`config.mk`:
```
export PLATFORM = sky130hd
export DESIGN_NAME = tdes_cbc_ctrl
export DESIGN_NICKNAME = d
export VERILOG_FILES = /design/src/rtl/tdes_pkg.sv /design/src/rtl/tdes_cbc_ctrl.sv
export SDC_FILE = /design/constraint.sdc
export NUM_CORES = 1
export LEC_CHECK = 0
export CAP_MARGIN = 20
export CORE_AREA = 2 2 282 284
export DETAILED_ROUTE_END_ITERATION = 12
export DIE_AREA = 0 0 284 286
export PLACE_DENSITY_LB_ADDON = 0.3
export RECOVER_POWER = 100
export SKIP_LAST_GASP = 1
export SLEW_MARGIN = 10
export SYNTH_ARGS = -nofsm -noshare
export SYNTH_HDL_FRONTEND = slang
export SYNTH_SLANG_ARGS = --single-unit
```
`constraint.sdc`:
```
create_clock -name CLK -period 2.8 [get_ports CLK]
set_clock_uncertainty 0.15 [all_clocks]
set_input_delay 0.42 -clock CLK [delete_from_list [all_inputs] [get_ports CLK]]
set_output_delay 0.42 -clock CLK [all_outputs]
set_load 0.005 [all_outputs]
```
`src/rtl/tdes_pkg.sv`:
```
// rtl/tdes_pkg.sv - shared constants and state encoding for the TDES CBC sequencer
package tdes_pkg;

    localparam int BLK_W  = 64;
    localparam int WDOG_W = 8;

    typedef enum logic [2:0] {
        IDLE,
        KLOAD,
        KWAIT,
        DLOAD,
        DWAIT,
        DONE
    } tdes_state_t;

endpackage

```
`src/rtl/tdes_cbc_ctrl.sv`:
```
// rtl/tdes_cbc_ctrl.sv - CBC sequencer around the TDES core with core-response watchdog
// Optional ECB pass-through per block: define TDES_ECB_BYPASS_EN.
module tdes_cbc_ctrl
    import tdes_pkg::*;
#(
    parameter int WDOG_CYCLES = 255
) (
    input  logic             CLK,
    input  logic             RSTn,
    input  logic [1:BLK_W]   Key1,
    input  logic [1:BLK_W]   Key2,
    input  logic [1:BLK_W]   Key3,
    input  logic [1:BLK_W]   IV,
    input  logic             Krdy,
    input  logic [1:BLK_W]   Din,
    input  logic             Drdy,
    input  logic             ENC,
`ifdef TDES_ECB_BYPASS_EN
    input  logic             ECB,
`endif
    output logic [1:BLK_W]   Dout,
    output logic             Dvld,
    output logic             BSY,
    output logic             ERR,
    output logic [1:BLK_W]   core_Din,
    output logic [1:BLK_W]   core_Key1,
    output logic [1:BLK_W]   core_Key2,
    output logic [1:BLK_W]   core_Key3,
    output logic             core_Krdy,
    output logic             core_Drdy,
    output logic             core_ENC,
    output logic             core_EN,
    input  logic [1:BLK_W]   core_Dout,
    input  logic             core_BSY,
    input  logic             core_Dvld
);

    localparam logic [WDOG_W-1:0] WDOG_LIM = WDOG_W'(WDOG_CYCLES - 1);

    tdes_state_t       state;
    logic [1:BLK_W]    key1_reg, key2_reg, key3_reg;
    logic [1:BLK_W]    chain;
    logic [1:BLK_W]    din_reg;
    logic              enc_reg;
    logic [WDOG_W-1:0] wdog;
    logic              bypass;

`ifdef TDES_ECB_BYPASS_EN
    logic ecb_reg;

    always_ff @(posedge CLK or negedge RSTn) begin
        if (!RSTn)
            ecb_reg <= 1'b0;
        else if (state == IDLE && !Krdy && Drdy)
            ecb_reg <= ECB;
    end

    assign bypass = ecb_reg;
`else
    assign bypass = 1'b0;
`endif

    assign BSY       = (state != IDLE);
    assign core_EN   = 1'b1;
    assign core_ENC  = enc_reg;
    assign core_Key1 = key1_reg;
    assign core_Key2 = key2_reg;
    assign core_Key3 = key3_reg;
    assign core_Din  = (enc_reg && !bypass) ? (din_reg ^ chain) : din_reg;

    always_ff @(posedge CLK or negedge RSTn) begin
        if (!RSTn) begin
            state     <= IDLE;
            key1_reg  <= '0;
            key2_reg  <= '0;
            key3_reg  <= '0;
            chain     <= '0;
            din_reg   <= '0;
            enc_reg   <= 1'b0;
            wdog      <= '0;
            Dout      <= '0;
            Dvld      <= 1'b0;
            ERR       <= 1'b0;
            core_Krdy <= 1'b0;
            core_Drdy <= 1'b0;
        end else begin
            core_Krdy <= 1'b0;
            core_Drdy <= 1'b0;
            Dvld      <= 1'b0;
            case (state)
                IDLE: begin
                    // Key load has priority; a simultaneous Drdy is dropped
                    if (Krdy) begin
                        key1_reg  <= Key1;
                        key2_reg  <= Key2;
                        key3_reg  <= Key3;
                        chain     <= IV;
                        ERR       <= 1'b0;
                        core_Krdy <= 1'b1;
                        state     <= KLOAD;
                    end else if (Drdy) begin
                        din_reg   <= Din;
                        enc_reg   <= ENC;
                        core_Drdy <= 1'b1;
                        state     <= DLOAD;
                    end
                end
                KLOAD: begin
                    wdog  <= '0;
                    state <= KWAIT;
                end
                KWAIT: begin
                    if (!core_BSY) begin
                        state <= IDLE;
                    end else if (wdog == WDOG_LIM) begin
                        ERR   <= 1'b1;
                        state <= IDLE;
                    end else begin
                        wdog <= wdog + 1'b1;
                    end
                end
                DLOAD: begin
                    wdog  <= '0;
                    state <= DWAIT;
                end
                DWAIT: begin
                    if (core_Dvld) begin
                        if (bypass) begin
                            Dout <= core_Dout;
                        end else if (enc_reg) begin
                            Dout  <= core_Dout;
                            chain <= core_Dout;
                        end else begin
                            Dout  <= core_Dout ^ chain;
                            chain <= din_reg;
                        end
                        state <= DONE;
                    end else if (wdog == WDOG_LIM) begin
                        // Abandon the block; chain keeps its previous value
                        ERR   <= 1'b1;
                        state <= IDLE;
                    end else begin
                        wdog <= wdog + 1'b1;
                    end
                end
                DONE: begin
                    Dvld  <= 1'b1;
                    state <= IDLE;
                end
                default: state <= IDLE;
            endcase
        end
    end

endmodule

```
After elaboration in Yosys (flattened, before gate mapping):

Index checks and enable logic that the tools add are counted.
Widths: inputs -> output; s select.

* register bits after elaboration: 400
* bits of input ports: 391
* output and inout bits: 327
* word-level logic and storage cells: 67

* add/subtract/negate cells: 1
* equality and inequality tests: 11
* mux-type cells: 27
* bitwise logic cells: 3
* reductions and logical operators: 12

Operators by type and width (number)
* $mux 64: 5
* $pmux 64 s2: 1
* $xor 64x64->64: 2
* $mux 8: 3
* $pmux 8 s3: 1
* $mux 3: 5
* $pmux 3 s5: 1
* $mux 1: 10
* $reduce_and 3->1: 3
* $reduce_bool 3->1: 3
* $add 8x1->8 const B: 1
* $eq 8x8->1 const B: 1
* $ne 2x2->1 const B: 4
* $eq 3x2->1 const B: 2
* $eq 3x3->1 const B: 2
* $reduce_and 2->1: 2
* $reduce_and 4->1: 1
* $eq 3x1->1 const B: 1
* $logic_not 3->1: 1
* $ne 3x3->1 const B: 1
* $pmux 1 s3: 1
* $reduce_bool 2->1: 1
* $reduce_or 2->1: 1
* $not 1->1: 1

Logic depth before layout (Yosys ltp):

* depth in word-level cells: 4
* gate-level depth with buffers: 8
* gate-level depth less buffers: 6

Worst setup path before layout:

No wires, ideal clock.

* kind: flip-flop to output port
* start point: register enc_reg (netlist: core_ENC)
* end point: output port core_Din[21] (netlist bit)
* arrival: 1.499 ns
* required time: 2.230 ns
* setup slack: 0.731 ns
* stages on the path, launching flop included: 6
* buffers on the path: 3
* cell sequence: dfrtp_1 > clkbuf_1 > clkbuf_1 > buf_1 > nand2_1 > xnor2_1

* longest elaborated chain between the ends: 1

RTL lines
* from (decl): line tdes_cbc_ctrl.sv:44 `logic enc_reg;`
* from (signal assigned): line tdes_cbc_ctrl.sv:79 `enc_reg <= 1'b0;`
* from (signal assigned): line tdes_cbc_ctrl.sv:103 `enc_reg <= ENC;`
* $mux 64: line tdes_cbc_ctrl.sv:69 `assign core_Din = (enc_reg && !bypass) ? (din_reg ^ chain) : din_reg;`
* to (decl): line tdes_cbc_ctrl.sv:25 `output logic [1:BLK_W] core_Din,`

No other way between the ends.

Final worst setup path:

* start point: register enc_reg (netlist: core_ENC)
* end point: output port core_Din[55] (netlist bit)

Same word-level chain as after synthesis.

==> results.cfg <==
[pwr]
leakage_nw = 11.8
peakVddDrop_uv = 586
power.internal_mw = 20.5
seqPwrFrac = 0.337
power.density_nw_per_um2 = 1100
p_total_mw = 31.0
clock_power_share = 0.201
switchingPower_mw = 10.5
combPwrFrac = 0.462
switching_share = 0.338

[logic_synthesis]
syn_inst = 1524
yosys.area.top_type = dfrtp_1
synth_edf_count = 0
synth_cell_type_count = 36
synth_seq_cells = 400
synth.net_count = 1917
synth.most_common_cell = dfrtp_1
synth_commonest_cells = dfrtp_1, nand2_1, mux2_2, o21ai_0, xnor2_1
ys.warnings.count = 0
synthArstFlopShare = 1.00
yosys-top-cells-area = dfrtp_1, mux2_2, xnor2_1
synthFlopType = dfrtp_1
netlist_area_um2 = 17900
postSynthAreaPerCell_um2 = 11.7
synth_top_area_frac = 0.560
ys_seq_area_frac = 0.560

[detailed_routing]
dr.pass1.iters = 4
routed_via_density = 4.22
vias = 14100
postRouteAntennaNets = 0
detail_route.iter0.violations = 448
wire_per_inst_um = 20.5
routed_wl_mm = 68.6
post-route-drc-count = 0

[worst_setup_path]
rrSetupSlack_ns = 0.16
path_buf_inv = 3
reg2reg_depth = 4
cp_top_family = buffers and inverters
slowest_stage = clkdlybuf4s50_1
path_max_fanout = 13
r2r-end = core_Key3[53]$_DFFE_PN0P_
crit_start = core_ENC$_DFFE_PN0P_
worstReg2RegStart = state[2]$_DFFE_PN0P_
crit_required_ns = 2.23
cpPeakStageDelay_ns = 0.59
end_kind = output port
critPathKind = register to output port
path_cells = buf_4 > buf_16 > nand2_1 > xnor2_1 > clkdlybuf4s50_1
worstPathArrival_ns = 2.23
worstSetupStartpointType = register

[floorplanning]
core.rowCount = 103
die_area_um2 = 81200
start_util = 0.228
coreArea_um2 = 78400
fp.dieH_um = 286
ioPinCount = 718
die_w_um = 284

[clock_tree]
ctsHtreeMaxLevel = 2
path_clk_slew_ns = 0.06
tritoncts = yes
clock_sinks = 400
cts_buffers = 47
worstSkewPairLatency_ns = 0.58
cts_buffer_depth = 3
cts_root_buf = clkbuf_16

[worst_hold_path]
hp-start = Key3[27]
whs_path_depth = 2
min_to = core_Key3[27]$_DFFE_PN0P_
hp-class = input port to register

[status]
violations = capacitance limit, slew limit, setup timing
status = finished, violations left

[grt]
antenna_found_initial = 19
grt_usage = 0.161
gr-total-overflow = 0
grt_max_degree = 89
grt_pass1_vias = 15000
grt_pass1_wl_mm = 98.8

[sta]
finalCriticalPeriod_ns = 2.80
timing.fmax_mhz = 357
maxSlewHeadroom = -0.266
period_share = 1.00
rsz0062_at_grt = true
final-max-slew-violation-count = 58
setup_viol = 1
setup_ws_ns = -0.000891
worst_pin_slew_ns = 1.90
finalHoldViolCount = 0

[final_layout]
drive_above_1_share = 0.169
nets = 2651
final_util = 0.358
synthToLayoutAreaGrowth_pct = 57.2

[placement]
port-buffer-count = 716
gp_congestion = 0.842
place_hpwl_mm = 51.4

[job]
cap_violations = 1
## power by group through the flow
stage          Sequential [mW]  Clock, mW  Combinational [mW]
6_report                  10.4       6.22                14.3
5_1_grt                   10.9       6.68                15.5
4_1_cts                   10.6       6.44                15.4
3_5_place_dp              10.6          0                15.3
3_3_place_gp              10.5          0                15.2
2_1_floorplan             10.3          0                6.47
## worst max-delay path by stage
| stage | to | cells past startpoint |
|---|---|---|
| after floorplan | core_Din[21] | 5 |
| after global placement | core_Key3[20]$_DFFE_PN0P_ | 5 |
| after detailed placement | wdog[5]$_DFFE_PN0P_ | 6 |
| after CTS | core_Din[55] | 4 |
| after global routing | core_Din[55] | 5 |
| final | core_Din[55] | 5 |
## stage by stage
| step | hold WS, ns | setup slack [ns] | instances | TNS (ns) | instance area [um^2] |
|---|---|---|---|---|---|
| 6_report | 0.299 | -0.000891 | 3345 | -0.000891 | 28100 |
| 5_1_grt | 0.258 | -0.111 | 3343 | -2.79 | 28100 |
| 4_1_cts | 0.248 | -0.0919 | 3337 | -1.12 | 28200 |
| 3_3_place_gp | 0.306 | 0.400 | 3247 | 0 | 26600 |
| 2_1_floorplan | -0.0256 | 0.731 | 1524 | 0 | 17900 |
| 3_5_place_dp | 0.310 | 0.367 | 3247 | 0 | 26600 |
## kinds of logic after synthesis
kind of cell / count (synthesis) / share of synthesized area
AO/OA/AOI/OAI: 207 / 0.0594
XOR/XNOR: 128 / 0.0627
adder cells (fa/ha/maj): 2 / 0.00140
buffers and inverters: 100 / 0.0262
flip-flops: 400 / 0.560
multiplexers: 327 / 0.201
other: 1 / 0.000210
AND/OR/NAND/NOR: 359 / 0.0888
## placed cells by master, fill, tap and decap left out, drive strengths merged
master and count:
a21oi 5, a221oi 1, a31oi 2, a41o 2, and2 1, and3 4
and4 1, buf 41, bufinv 2, clkbuf 100, clkdlybuf4s25 5, clkdlybuf4s50 417
clkinv 8, clkinvlp 1, conb 1, dfrtp 400, diode 2, dlygate4sd2 18
dlygate4sd3 261, dlymetal6s2s 13, ha 2, inv 3, mux2 257, mux2i 70
nand2 267, nand2b 2, nand3 4, nand3b 1, nand4 2, nor2 5
nor2b 66, nor3 2, nor3b 1, nor4b 1, o21ai 196, o31ai 1
or3 1, or3b 1, xnor2 128
## area by class of cell
cell class	count	area (um^2)
sequential	400	10000
tap	1050	1310
clock buffer	73	1450
fill	7853	50300
inverter	3	11.3
timing repair buffer	782	7750
clock inverter	11	108
multi-input combinational	1024	7440
antenna	2	5.00
## repair_timing
item,CTS,global route
cloned,0,2
setup buffers,5,4
endpoints found under the setup margin,59,37
endpoints found under the hold margin,47,0
hold buffers,1,0
gates resized for setup,29,25
## per-layer routing
layer	wire, um	track usage	share of wire
met4	2170	0.0514	0.032
met2	34900	0.293	0.51
met1	25800	0.174	0.38
met5	190	0	0.0028
met3	5480	0.0570	0.080
No activity file was read; power rests on OpenSTA's default activity.
